[src/rtl/cas_player.sv]
// Cassette playback scheduler: streams the cassette image byte by byte through a
// req/ack read port and turns each byte into TRS-80 Level II 500-baud pulses,
// MSB first. Every bit cell starts with a clock pulse. A second pulse in the
// middle of the cell marks a 1 bit. Timing counts CPU clock enables, so the
// stream follows the CPU speed. It also stalls while the cassette motor relay
// is open.
module cas_player #(
    parameter int CELL_TICKS  = 3548,
    parameter int PULSE_TICKS = 228,
    parameter int DATA_OFS    = 1774
) (
    input  logic        clk_sys,
    input  logic        reset,
    input  logic        ce,
    input  logic        motor,
    input  logic        start,
    input  logic        stop,
    input  logic        rewind,
    input  logic [15:0] len,
    output logic        rd_req,
    output logic [15:0] rd_addr,
    input  logic        rd_ack,
    input  logic [7:0]  rd_data,
    output logic        tape_out,
    output logic        busy,
    output logic        done
);

    localparam int CW = $clog2(CELL_TICKS);
    localparam logic [CW-1:0] CELL_LAST = CW'(CELL_TICKS - 1);
    localparam logic [CW-1:0] PULSE_END = CW'(PULSE_TICKS);
    localparam logic [CW-1:0] DATA_BEG  = CW'(DATA_OFS);
    localparam logic [CW-1:0] DATA_END  = CW'(DATA_OFS + PULSE_TICKS);
    localparam logic [CW-1:0] CNT_ZERO  = CW'(0);
    localparam logic [CW-1:0] CNT_ONE   = CW'(1);

    typedef enum logic [1:0] {
        S_IDLE  = 2'd0,
        S_FETCH = 2'd1,
        S_CELL  = 2'd2,
        S_DONE  = 2'd3
    } state_t;

    state_t          state_q, state_d;
    logic [15:0]     rd_addr_q, rd_addr_d;
    logic [CW-1:0]   cnt_q, cnt_d;
    logic [2:0]      bit_q, bit_d;
    logic [7:0]      shift_q, shift_d;
    logic            rd_req_q, rd_req_d;
    logic            tape_q, tape_d;
    logic            busy_q, busy_d;
    logic            done_q, done_d;
    logic [16:0]     next_addr_s;
    logic            halt_s;

    // Pulse level for a given tick in the cell: a clock pulse at the start,
    // plus a data pulse in the middle of the cell for a 1 bit.
    function automatic logic pulse_at(input logic [CW-1:0] cnt, input logic bit_val);
        pulse_at = (cnt < PULSE_END) ||
                   (bit_val && (cnt >= DATA_BEG) && (cnt < DATA_END));
    endfunction

    // The next address is widened so that the compare against len cannot wrap.
    assign next_addr_s = {1'b0, rd_addr_q} + 17'd1;
    assign halt_s      = stop | rewind;

    // Next-state logic: sequencing, byte fetch, cell tick counting, control strobes.
    always_comb begin
        state_d   = state_q;
        rd_addr_d = rd_addr_q;
        cnt_d     = cnt_q;
        bit_d     = bit_q;
        shift_d   = shift_q;

        case (state_q)
            S_IDLE: begin
                if (start) begin
                    if (rd_addr_q < len) begin
                        state_d = S_FETCH;
                    end else begin
                        state_d = S_DONE;
                    end
                end else begin
                    state_d = S_IDLE;
                end
            end
            S_FETCH: begin
                if (rd_ack) begin
                    shift_d = rd_data;
                    cnt_d   = CNT_ZERO;
                    bit_d   = 3'd7;
                    state_d = S_CELL;
                end else begin
                    state_d = S_FETCH;
                end
            end
            S_CELL: begin
                if (ce && motor) begin
                    if (cnt_q == CELL_LAST) begin
                        cnt_d = CNT_ZERO;
                        if (bit_q != 3'd0) begin
                            bit_d = bit_q - 3'd1;
                        end else begin
                            rd_addr_d = next_addr_s[15:0];
                            if (next_addr_s < {1'b0, len}) begin
                                state_d = S_FETCH;
                            end else begin
                                state_d = S_DONE;
                            end
                        end
                    end else begin
                        cnt_d = cnt_q + CNT_ONE;
                    end
                end else begin
                    cnt_d = cnt_q;
                end
            end
            S_DONE: begin
                state_d = S_DONE;
            end
            default: begin
                state_d = S_IDLE;
            end
        endcase

        // Rewind wins over stop, and both win over anything the state decided.
        // A same-cycle rd_ack is dropped: the byte is fetched again on restart.
        if (rewind) begin
            state_d   = S_IDLE;
            rd_addr_d = 16'd0;
            cnt_d     = CNT_ZERO;
            bit_d     = 3'd7;
        end else if (stop) begin
            state_d = S_IDLE;
            cnt_d   = CNT_ZERO;
            bit_d   = 3'd7;
        end else begin
            state_d = state_d;
        end
    end

    // Output decode. rd_req follows the next state. tape/busy/done follow the
    // current state one cycle later. All outputs are forced idle when stop or
    // rewind is asserted.
    always_comb begin
        rd_req_d = (state_d == S_FETCH);
        tape_d   = (state_q == S_CELL) && motor && !halt_s && pulse_at(cnt_q, shift_q[bit_q]);
        busy_d   = ((state_q == S_FETCH) || (state_q == S_CELL)) && !halt_s;
        done_d   = (state_q == S_DONE) && !halt_s;
    end

    // State and output registers with synchronous reset.
    always_ff @(posedge clk_sys) begin
        if (reset) begin
            state_q   <= S_IDLE;
            rd_addr_q <= 16'd0;
            cnt_q     <= CNT_ZERO;
            bit_q     <= 3'd7;
            shift_q   <= 8'd0;
            rd_req_q  <= 1'b0;
            tape_q    <= 1'b0;
            busy_q    <= 1'b0;
            done_q    <= 1'b0;
        end else begin
            state_q   <= state_d;
            rd_addr_q <= rd_addr_d;
            cnt_q     <= cnt_d;
            bit_q     <= bit_d;
            shift_q   <= shift_d;
            rd_req_q  <= rd_req_d;
            tape_q    <= tape_d;
            busy_q    <= busy_d;
            done_q    <= done_d;
        end
    end

    assign rd_req   = rd_req_q;
    assign rd_addr  = rd_addr_q;
    assign tape_out = tape_q;
    assign busy     = busy_q;
    assign done     = done_q;

endmodule
[config.mk]
export PLATFORM = sky130hd
export DESIGN_NAME = cas_player
export DESIGN_NICKNAME = d
export VERILOG_FILES = /design/src/rtl/cas_player.sv
export SDC_FILE = /design/constraint.sdc
export NUM_CORES = 1
export LEC_CHECK = 0
export ABC_AREA = 0
export BUFFER_PORTS_ARGS = -buffer_cell sky130_fd_sc_hd__buf_4
export CAP_MARGIN = 25
export CORE_ASPECT_RATIO = 0.5
export CORE_MARGIN = 2
export CORE_UTILIZATION = 35
export DETAILED_ROUTE_END_ITERATION = 16
export PLACE_DENSITY = 0.5
export SYNTH_ARGS = -nofsm -noshare
export SYNTH_HDL_FRONTEND = slang
export SYNTH_SLANG_ARGS = --single-unit
[constraint.sdc]
create_clock -name clk_sys -period 3.45 [get_ports clk_sys]
set_clock_uncertainty 0.05 [all_clocks]
set_input_delay 0.5175 -clock clk_sys [delete_from_list [all_inputs] [get_ports clk_sys]]
set_output_delay 0.5175 -clock clk_sys [all_outputs]
set_load 0.02 [all_outputs]
==> implementation parameters <==
Parameter                              Value

Route
  DRC violation count after routing    0
  Via count    roughly 2,700
  First-pass iteration count of the detailed router    4
  DRT iter0 DRCs    around 160
  ANT nets after route    0
  Routed wire length per instance    ~13 um
  Drt total wl    7240 um
  Avg Vias per Cell    roughly 5

Global route
  Total overflow reported by the global router    0
  Gr usage total    ~16%
  Global-route wire length before repair    between 10,000 and 15,000 um
  Number of global-route vias before repair    ~2,600
  Number of antenna violations at the first check in global routing    0
  Largest net degree at the start of global routing    18

Floorplanning
  Starting utilization of the core area    between 30% and 40%
  Die Span X    about 140 um
  I/O pin cnt    52
  Die area    approximately 0.0096 mm2
  Std-Cell Core Area    around 0.0086 mm2
  Height of the die    70.3 um
  Standard-cell rows    24

Setup path
  Type of the setup path with the least slack    reg2reg
  CP Max Fanout    6
  Kind of end point of the critical path    flop
  Required time of the critical path    between 3 and 4 ns
  Arr. time, crit path    between 3 and 4 ns
  Critical Path Source Type    flop

Synth
  Post-Syn Nets    approximately 440
  Fraction of registers with async set or reset after synthesis    0%
  Number of instances in the synthesized netlist    372
  Number of distinct library cells after synthesis    just over 50
  EDFF count, synth    0
  Yosys reg bits    between 40 and 50
  Cell area after technology mapping    0.00308 mm2
  Mapped Avg Cell Area    just over 8 um2
  Primary flip-flop cell chosen by synthesis mapping    dfxtp_1
  Yosys warning total    0
  Register area share after synthesis    around 29%

Power and ir drop
  Power per standard cell area    ~310 mW/mm2
  Worst vdd ir    around 180 uV
  Lkg Pwr    about 1.6 nW
  Total power    ~1.2 mW

Place
  Placed inst area    ~0.0035 mm2
  Number of cells in the design after placement    530
  # port buffers    51
  Worst-case setup slack after placement    0.308 ns
  Detailed Place HPWL    about 5600 um
  Final Wtd Congestion    around 0.8

STA
  Final worst setup slack    ~0.32 ns
  Final clock period utilization by the worst path    slightly above 90%
  Hold WS    approximately 0.41 ns
  Relative slew slack    roughly three fifths
  Final hold viol count    0
  RSZ-0062 raised after global routing    false
  Slew Limit Fails    0
  Maximum clock frequency    around 0.32 GHz
  Actual slew at the worst max-slew pin    about 0.58 ns
  Final critical-path required period    around 3.1 ns
  Setup TNS Final    0 ns
  Final setup vio count    0

Clock tree
  Maximum count of clock buffers along a single path    2
  Resized cells post-CTS    0
  CTS tree    yes
  Register clock-pin slew on the reported worst setup and hold paths    0.07 ns
  H-tree lvl count    2
  Total clock sinks    45
  CTS Hold Buffers Added    0
  Source-to-sink clock delay at the later pin of the worst-skew pair    around 0.30 ns
  Setup Buffers After CTS    0
  Root Buffer    clkbuf_16
  Number of buffers created by CTS    5

Cells and area
  Layout cell share with drive strength beyond 1    approximately 17%
  Layout Area Growth over Synthesis    20.7%
  Number of cells in the finished layout apart from fillers    about 540
  Highest-count cells in the layout ignoring fill and taps    buf_4, nand2_1, dfxtp_1
  Design area    around 0.0037 mm2
  Number of filler instances in the final layout    about 880
  Final core occ    between 40% and 50%
  Post-layout nets    490
  Most common cell after layout, fill and taps aside    buf_4
  Antenna Cells    0

Worst hold path
  Path category of the worst min-delay check    in2reg

Flow run
  Maxcap violations    0

Run status
  Result of the run    finished clean
-- worst max-delay path: stages (launching register included) --
cell,delay [ns]
dfxtp_1,0.44
ha_1,0.25
and3_1,0.27
and4_1,0.37
nand2_1,0.13
xnor2_1,0.14
ha_1,0.29
and3_1,0.19
a221oi_1,0.23
nand3_1,0.11
o31ai_1,0.29
a211oi_2,0.12
nor2b_1,0.14
-- per-layer routing --
layer	GRT usage [%]	vias up	routed length [um]
met5	0	-	0
met4	3.47	0	70
met3	3.56	6	212
met2	25.4	36	3360
met1	22.5	1238	3590
li1	-	1391	-
-- power by group --
group	internal, mW	switching [mW]
Clock	0.344	0.224
Combinational	0.0388	0.0400
Sequential	0.521	0.00115
-- area by class of cell --
type	count	area (um2)	share of cell area (%)
tap	117	146	3.94
sequential	45	901	24.3
timing repair buffer	52	390	10.5
clock buffer	6	129	3.47
multi-input combinational	290	2010	54.1
inverter	26	97.6	2.63
clock inverter	2	38.8	1.04
-- state kept, by name (all words and copies together) (netlist names) --
register	flops
bit_q	3
busy	1
cnt_q	12
done	1
rd_addr	16
rd_req	1
shift_q	8
state_q	2
tape_out	1
-- path summary, 6_finish.rpt --
check | from | cells past startpoint | slack (ns) | to
hold reg to reg | shift_q[3]$_SDFFE_PP0P_ | 2 | 0.41 | shift_q[3]$_SDFFE_PP0P_
setup / recovery | rd_addr[1]$_SDFFE_PP0P_ | 12 | 0.32 | state_q[1]$_SDFF_PP0_
hold / removal | reset | 2 | 0.41 | shift_q[6]$_SDFFE_PP0P_
setup reg to reg | rd_addr[1]$_SDFFE_PP0P_ | 12 | 0.32 | state_q[1]$_SDFF_PP0_
-- cell families after synthesis --
group	synth area share [%]
multiplexers	2.44
flip-flops	29.3
XOR/XNOR	10.5
AO/OA/AOI/OAI	12.4
buffers and inverters	5.33
adder cells (fa/ha/maj)	15.5
AND/OR/NAND/NOR	24.5
-- cell usage after synthesis (4+ instances only) --
| master | count | area share (%) |
|---|---|---|
| nand4_1 | 9 | 1.8 |
| or3_1 | 4 | 0.81 |
| nor3_1 | 11 | 1.8 |
| nor2b_1 | 4 | 0.81 |
| nor2_1 | 34 | 4.1 |
| and3_1 | 6 | 1.2 |
| xor2_1 | 16 | 4.6 |
| xnor2_1 | 21 | 6.0 |
| o21ai_0 | 8 | 1.3 |
| nand2_1 | 48 | 5.9 |
| nand3_1 | 11 | 1.8 |
| a21oi_1 | 27 | 4.4 |
| and2_1 | 6 | 1.2 |
| inv_1 | 26 | 3.2 |
| dfxtp_1 | 45 | 29 |
| ha_1 | 38 | 15 |
(Power assumes the default switching activity.)
